--- config.mk ---
export PLATFORM = sky130hd
export DESIGN_NAME = matmul_seq_ctrl
export DESIGN_NICKNAME = d
export VERILOG_FILES = /design/src/rtl/matmul_pkg.sv /design/src/rtl/matmul_mac.sv /design/src/rtl/matmul_seq_ctrl.sv
export SDC_FILE = /design/constraint.sdc
export NUM_CORES = 1
export LEC_CHECK = 0
export ABC_CLOCK_PERIOD_IN_PS = 2000
export BUFFER_PORTS_ARGS = -buffer_cell sky130_fd_sc_hd__buf_4
export CORE_MARGIN = 1
export CORE_UTILIZATION = 50
export CTS_CLUSTER_SIZE = 10
export DETAILED_ROUTE_END_ITERATION = 10
export PLACE_DENSITY = 0.78
export SLEW_MARGIN = 0
export SYNTH_ARGS = -nofsm -noshare
export SYNTH_HDL_FRONTEND = slang
export SYNTH_HIERARCHICAL = 1
export SYNTH_SLANG_ARGS = --single-unit
--- constraint.sdc ---
create_clock -name clk -period 2 [get_ports clk]
set_input_delay 0.4 -clock clk [delete_from_list [all_inputs] [get_ports clk]]
set_output_delay 0.4 -clock clk [all_outputs]
set_load 0.1 [all_outputs]
--- src/rtl/matmul_pkg.sv ---
// Shared types and defaults for the matrix-multiply sequencer.
package matmul_pkg;

  typedef enum logic [1:0] {IDLE, MAC, WRITE, DONE} state_e;

  localparam int M_DEF  = 2;
  localparam int K_DEF  = 2;
  localparam int P_DEF  = 2;
  localparam int DW_DEF = 8;

  // Full-precision accumulator width for k products of two dw-bit operands.
  function automatic int accw(input int dw, input int k);
    return 2 * dw + $clog2(k + 1);
  endfunction

endpackage

--- src/rtl/matmul_mac.sv ---
// Unsigned multiplier feeding an accumulator that reloads on the first term.
module matmul_mac #(
  parameter int DW   = 8,
  parameter int ACCW = 18
) (
  input  logic          clk,
  input  logic          rst,
  input  logic          en,
  input  logic          first,
  input  logic [DW-1:0] a,
  input  logic [DW-1:0] b,
  output logic [DW-1:0] acc_lo
);

  logic [2*DW-1:0] prod;
  logic [ACCW-1:0] acc_d, acc_q;

  always_comb begin
    prod  = {{DW{1'b0}}, a} * {{DW{1'b0}}, b};
    acc_d = acc_q;
    if (en) acc_d = first ? ACCW'(prod) : acc_q + ACCW'(prod);
  end

  always_ff @(posedge clk or posedge rst) begin
    if (rst) acc_q <= '0;
    else     acc_q <= acc_d;
  end

  // Only the low element-width bits leave the block; C stores are DW wide.
  assign acc_lo = acc_q[DW-1:0];

endmodule

--- src/rtl/matmul_seq_ctrl.sv ---
// Sequences C = A x B one product per cycle, writing C in row-major order.
module matmul_seq_ctrl
  import matmul_pkg::*;
#(
  parameter int M    = M_DEF,
  parameter int K    = K_DEF,
  parameter int P    = P_DEF,
  parameter int DW   = DW_DEF,
  parameter int ACCW = accw(DW, K)
) (
  input  logic          clk,
  input  logic          rst,
  input  logic          start,
  output logic          busy,
  output logic          done,
  output logic [DW-1:0] a_row,
  output logic [DW-1:0] a_col,
  input  logic [DW-1:0] a_data,
  output logic [DW-1:0] b_row,
  output logic [DW-1:0] b_col,
  input  logic [DW-1:0] b_data,
  output logic [DW-1:0] c_row,
  output logic [DW-1:0] c_col,
  output logic [DW-1:0] c_wdata,
  output logic          c_we
);

  localparam logic [DW-1:0] M_LAST = DW'(M - 1);
  localparam logic [DW-1:0] K_LAST = DW'(K - 1);
  localparam logic [DW-1:0] P_LAST = DW'(P - 1);
  localparam logic [DW-1:0] ONE    = DW'(1);

  state_e        state_d, state_q;
  logic [DW-1:0] i_d, i_q, j_d, j_q, k_d, k_q;
  logic          busy_d, busy_q, done_d, done_q, c_we_d, c_we_q;

  always_comb begin
    state_d = state_q;
    i_d     = i_q;
    j_d     = j_q;
    k_d     = k_q;
    case (state_q)
      IDLE: if (start) begin
        state_d = MAC;
        i_d     = '0;
        j_d     = '0;
        k_d     = '0;
      end
      MAC: begin
        if (k_q == K_LAST) begin
          k_d     = '0;
          state_d = WRITE;
        end else begin
          k_d = k_q + ONE;
        end
      end
      WRITE: begin
        state_d = MAC;
        if (j_q == P_LAST) begin
          j_d = '0;
          // i also wraps so every select reads 0 once the run finishes
          if (i_q == M_LAST) begin
            i_d     = '0;
            state_d = DONE;
          end else begin
            i_d = i_q + ONE;
          end
        end else begin
          j_d = j_q + ONE;
        end
      end
      DONE:    state_d = IDLE;
      default: state_d = IDLE;
    endcase
    busy_d = (state_d != IDLE);
    done_d = (state_d == DONE);
    c_we_d = (state_d == WRITE);
  end

  always_ff @(posedge clk or posedge rst) begin
    if (rst) begin
      state_q <= IDLE;
      i_q     <= '0;
      j_q     <= '0;
      k_q     <= '0;
      busy_q  <= 1'b0;
      done_q  <= 1'b0;
      c_we_q  <= 1'b0;
    end else begin
      state_q <= state_d;
      i_q     <= i_d;
      j_q     <= j_d;
      k_q     <= k_d;
      busy_q  <= busy_d;
      done_q  <= done_d;
      c_we_q  <= c_we_d;
    end
  end

  matmul_mac #(.DW(DW), .ACCW(ACCW)) u_mac (
    .clk    (clk),
    .rst    (rst),
    .en     (state_q == MAC),
    .first  (k_q == '0),
    .a      (a_data),
    .b      (b_data),
    .acc_lo (c_wdata)
  );

  assign busy  = busy_q;
  assign done  = done_q;
  assign c_we  = c_we_q;
  assign a_row = i_q;
  assign a_col = k_q;
  assign b_row = k_q;
  assign b_col = j_q;
  assign c_row = i_q;
  assign c_col = j_q;

endmodule

==> out/qor.txt <==
Levels on crit path - 17
Fin nets - 519
Ys flop type - dfrtp_1
#FFs+latches synth - 37
Synth unique cells - 52
Syn_nets - 431
Crit path capture type - flop
Gr usage total - 23.8%
Failing checks - negative setup slack
FF-to-FF setup slack - -0.16 ns
Final setup fails - 6
Die area - 6880 um^2
Worst path slowest cell - fa_1
Largest stage delay, worst path - 0.48 ns
Maximum fanout along the worst path - 4
Final Max Tran Viols - 0
Critical Path RT - 2.16 ns
Core box area - 6350 um^2
Max Root-Sink Buffers - 2
Layout Utilization - 71.0%
Cells after synthesis - 369
Max cap viols - 0
Reg2Reg Depth - 8
Post-DR vias/cell - 5.47
Ports - 78
Setup_tns - -7.56 ns
Status - complete, but fails checks
Clock root buffer master - clkbuf_8
Syn Std Cell Area - 3280 um^2
Largest net degree at the start of global routing - 30
Met2 global-route usage - 40.9%
HP Class - primary input to asynchronous set/reset pin
Area growth syn-to-layout - 37.5%
DRT iter0 DRCs - 201
Wire per inst - 14.9 um
Clock Skew - 0.00476 ns
Layout cells sized above 1 - 41.0%
Avg Inst Size Synth - 8.88 um^2
FP Rows - 29
Die Ht - 83.0 um
Crit path buf inv count - 4
H-tree Lvls - 2
Hold buffers post-CTS - 0
Pwr dens - 1110 nW/um^2
Initial core utilization - 51.6%
GR Util met1 - 31.5%
Detailed placement HPWL - 5960 um
Antenna Nets Post-Route - 0
GR Util met3 - 3.68%
Cells along the critical path - buf_8, and2_4, ha_4, fa_1, ha_1, inv_2, fa_1, inv_2, fa_2, ha_4, inv_4, nor2_2, a311o_1, a31oi_4, or3_1, a31oi_1, a21oi_1
Global-route wire length before repair - 13,500 um
Fin Hold WS - 0.0834 ns
Final hold violation count - 0
Reg2reg start - u_mac/acc_q[1]
Register area share after synthesis - 28.3%
Placed Area - 4160 um^2
Relative slew slack - 70.1%
Die X-Extent - 83.0 um
Worst setup margin - -1.82 ns
Total CTS buffers - 5
CTS tree - built
Final worst-path cycle share - 191%
Worst skew pair latency - 0.29 ns
Number of global-route vias before repair - 2,945
Vias - 2,926
I/O Buffers - 77
CP startpoint - a_data[0]
CTS Sinks - 37
Worst EP arrival - 3.98 ns
# DRC - 0
Synthesis Warnings - 6
Worst Setup EP - u_mac/acc_q[7]
Delay-heaviest family, CP - adder cells
Peak VDD IR - 0.00175 V
Static Leakage - 0.00209 uW
Initial antenna violation count - 0
Most Used Layer, Global Route - met2
Max Fclk - 262 MHz
Worst Setup Path Type - primary input to flop
CP startpoint kind - primary input
EDFF count, synth - 0
Detailed Routing Iterations Pass 1 - 6
Fin area - 4510 um^2
Post-synth ARST share - 100%
Reg clk slew, reported paths - 0.08 ns
Slew @ Worst Pin - 0.449 ns
Routed WL - 7970 um
Final Critical Period - 3.82 ns
Crit Reg-Reg Endpoint - u_mac/acc_q[7]
Gp weighted congestion - 0.904
Grt ovf - 0
Unrepaired setup endpoints after global routing - yes
Diode count - 0
Layout fillers - 488
[cell type report]
cell class	count	area [um^2]	area share, %
Multi-Input combinational cell	271	2310	51.3
Sequential cell	37	941	20.9
Timing Repair Buffer	110	916	20.3
Inverter	32	123	2.72
Tap cell	77	96.3	2.14
Clock buffer	6	82.6	1.83
Clock inverter	2	37.5	0.833
[timing repair]
| action | 4_1_cts | 5_1_grt |
|---|---|---|
| endpoints found under the setup margin | 6 | 6 |
| resized for setup | 34 | 6 |
| buffers inserted | 7 | 0 |
| pin swaps | 40 | 13 |
[flip-flops by register name (all words and copies together) (netlist names)]
register     count
done             1
c_we             1
busy             1
a_col            8
a_row            8
state_q          2
u_mac/acc_q      8
b_col            8
[cell families (layout without fill, tap and decap cells)]
family,after synthesis,in the layout,synth area share [%]
fa+ha+maj,43,43,19.4
mux,4,4,1.26
xor+xnor,23,23,6.99
buf+inv,61,150,9.81
simple gates,129,129,20.5
flops,37,37,28.3
compound gates,72,72,13.8
[Yosys cell counts (6+ instances only)]
| library cell | number | share of area [%] |
|---|---|---|
| nand2_1 | 43 | 4.9 |
| dfrtp_1 | 37 | 28 |
| inv_1 | 32 | 3.7 |
| ha_1 | 30 | 11 |
| and2_1 | 24 | 4.6 |
| buf_4 | 24 | 5.5 |
| nor2_1 | 24 | 2.7 |
| a21oi_1 | 23 | 3.5 |
| o21ai_0 | 15 | 2.3 |
| xnor2_1 | 15 | 4.0 |
| fa_1 | 13 | 7.9 |
| a31oi_1 | 9 | 1.7 |
| nand3_1 | 8 | 1.2 |
| a21o_1 | 6 | 1.4 |
| xor2_1 | 6 | 1.6 |
[how the worst min path moves through the flow]
stage          startpoint             end  slack, ns  cells after the start
5_1_grt               rst  u_mac/acc_q[7]       0.09                      2
2_1_floorplan         rst  u_mac/acc_q[1]       0.22                      1
3_5_place_dp          rst  u_mac/acc_q[2]       0.40                      2
4_1_cts               rst  u_mac/acc_q[7]       0.08                      2
6_report              rst  u_mac/acc_q[2]       0.08                      2
3_3_place_gp          rst  u_mac/acc_q[3]       0.40                      2
[power by group]
part           internal (uW)  switching [uW]
clock                    406             282
combinational           1580            1770
sequential               852             103
total                   2840            2150
[worst reg2reg max path, delay by kind of cell, from the launching register on]
family / cells / cell delay (ns)
fa+ha+maj: 1 / 0.31
flops: 1 / 0.43
simple gates: 2 / 0.53
compound gates: 5 / 0.77
[per-stage QoR]
stage | power, uW | setup slack (ns) | cells
final | 4990 | -1.82 | 535
after global routing | 5300 | -1.91 | 535
after CTS | 4820 | -1.78 | 535
after detailed placement | 3710 | -2.18 | 520
after global placement | 3600 | -2.10 | 520
after floorplan | 3020 | -1.92 | 369
[routing by layer]
| layer | wire length (um) | vias up |
|---|---|---|
| met3 | 385 | 9 |
| met1 | 3510 | 1420 |
| met5 | 0 | - |
| met4 | 85 | 0 |
| met2 | 3990 | 89 |
| li1 | - | 1408 |
[layout by cell type (no fill, tap or decap), drive strengths merged, types with 3 or more instances in the layout]
master	n
mux2i	3
and2	24
o21ai	15
a31oi	9
xor2	6
nand2b	4
nand3	9
clkbuf	6
o31ai	4
nor3	5
a21oi	24
dfrtp	37
inv	32
buf	110
nand2	44
a21o	6
nor2	24
fa	13
xnor2	15
ha	30
and3	5
Power figures use the tool's default switching activity.
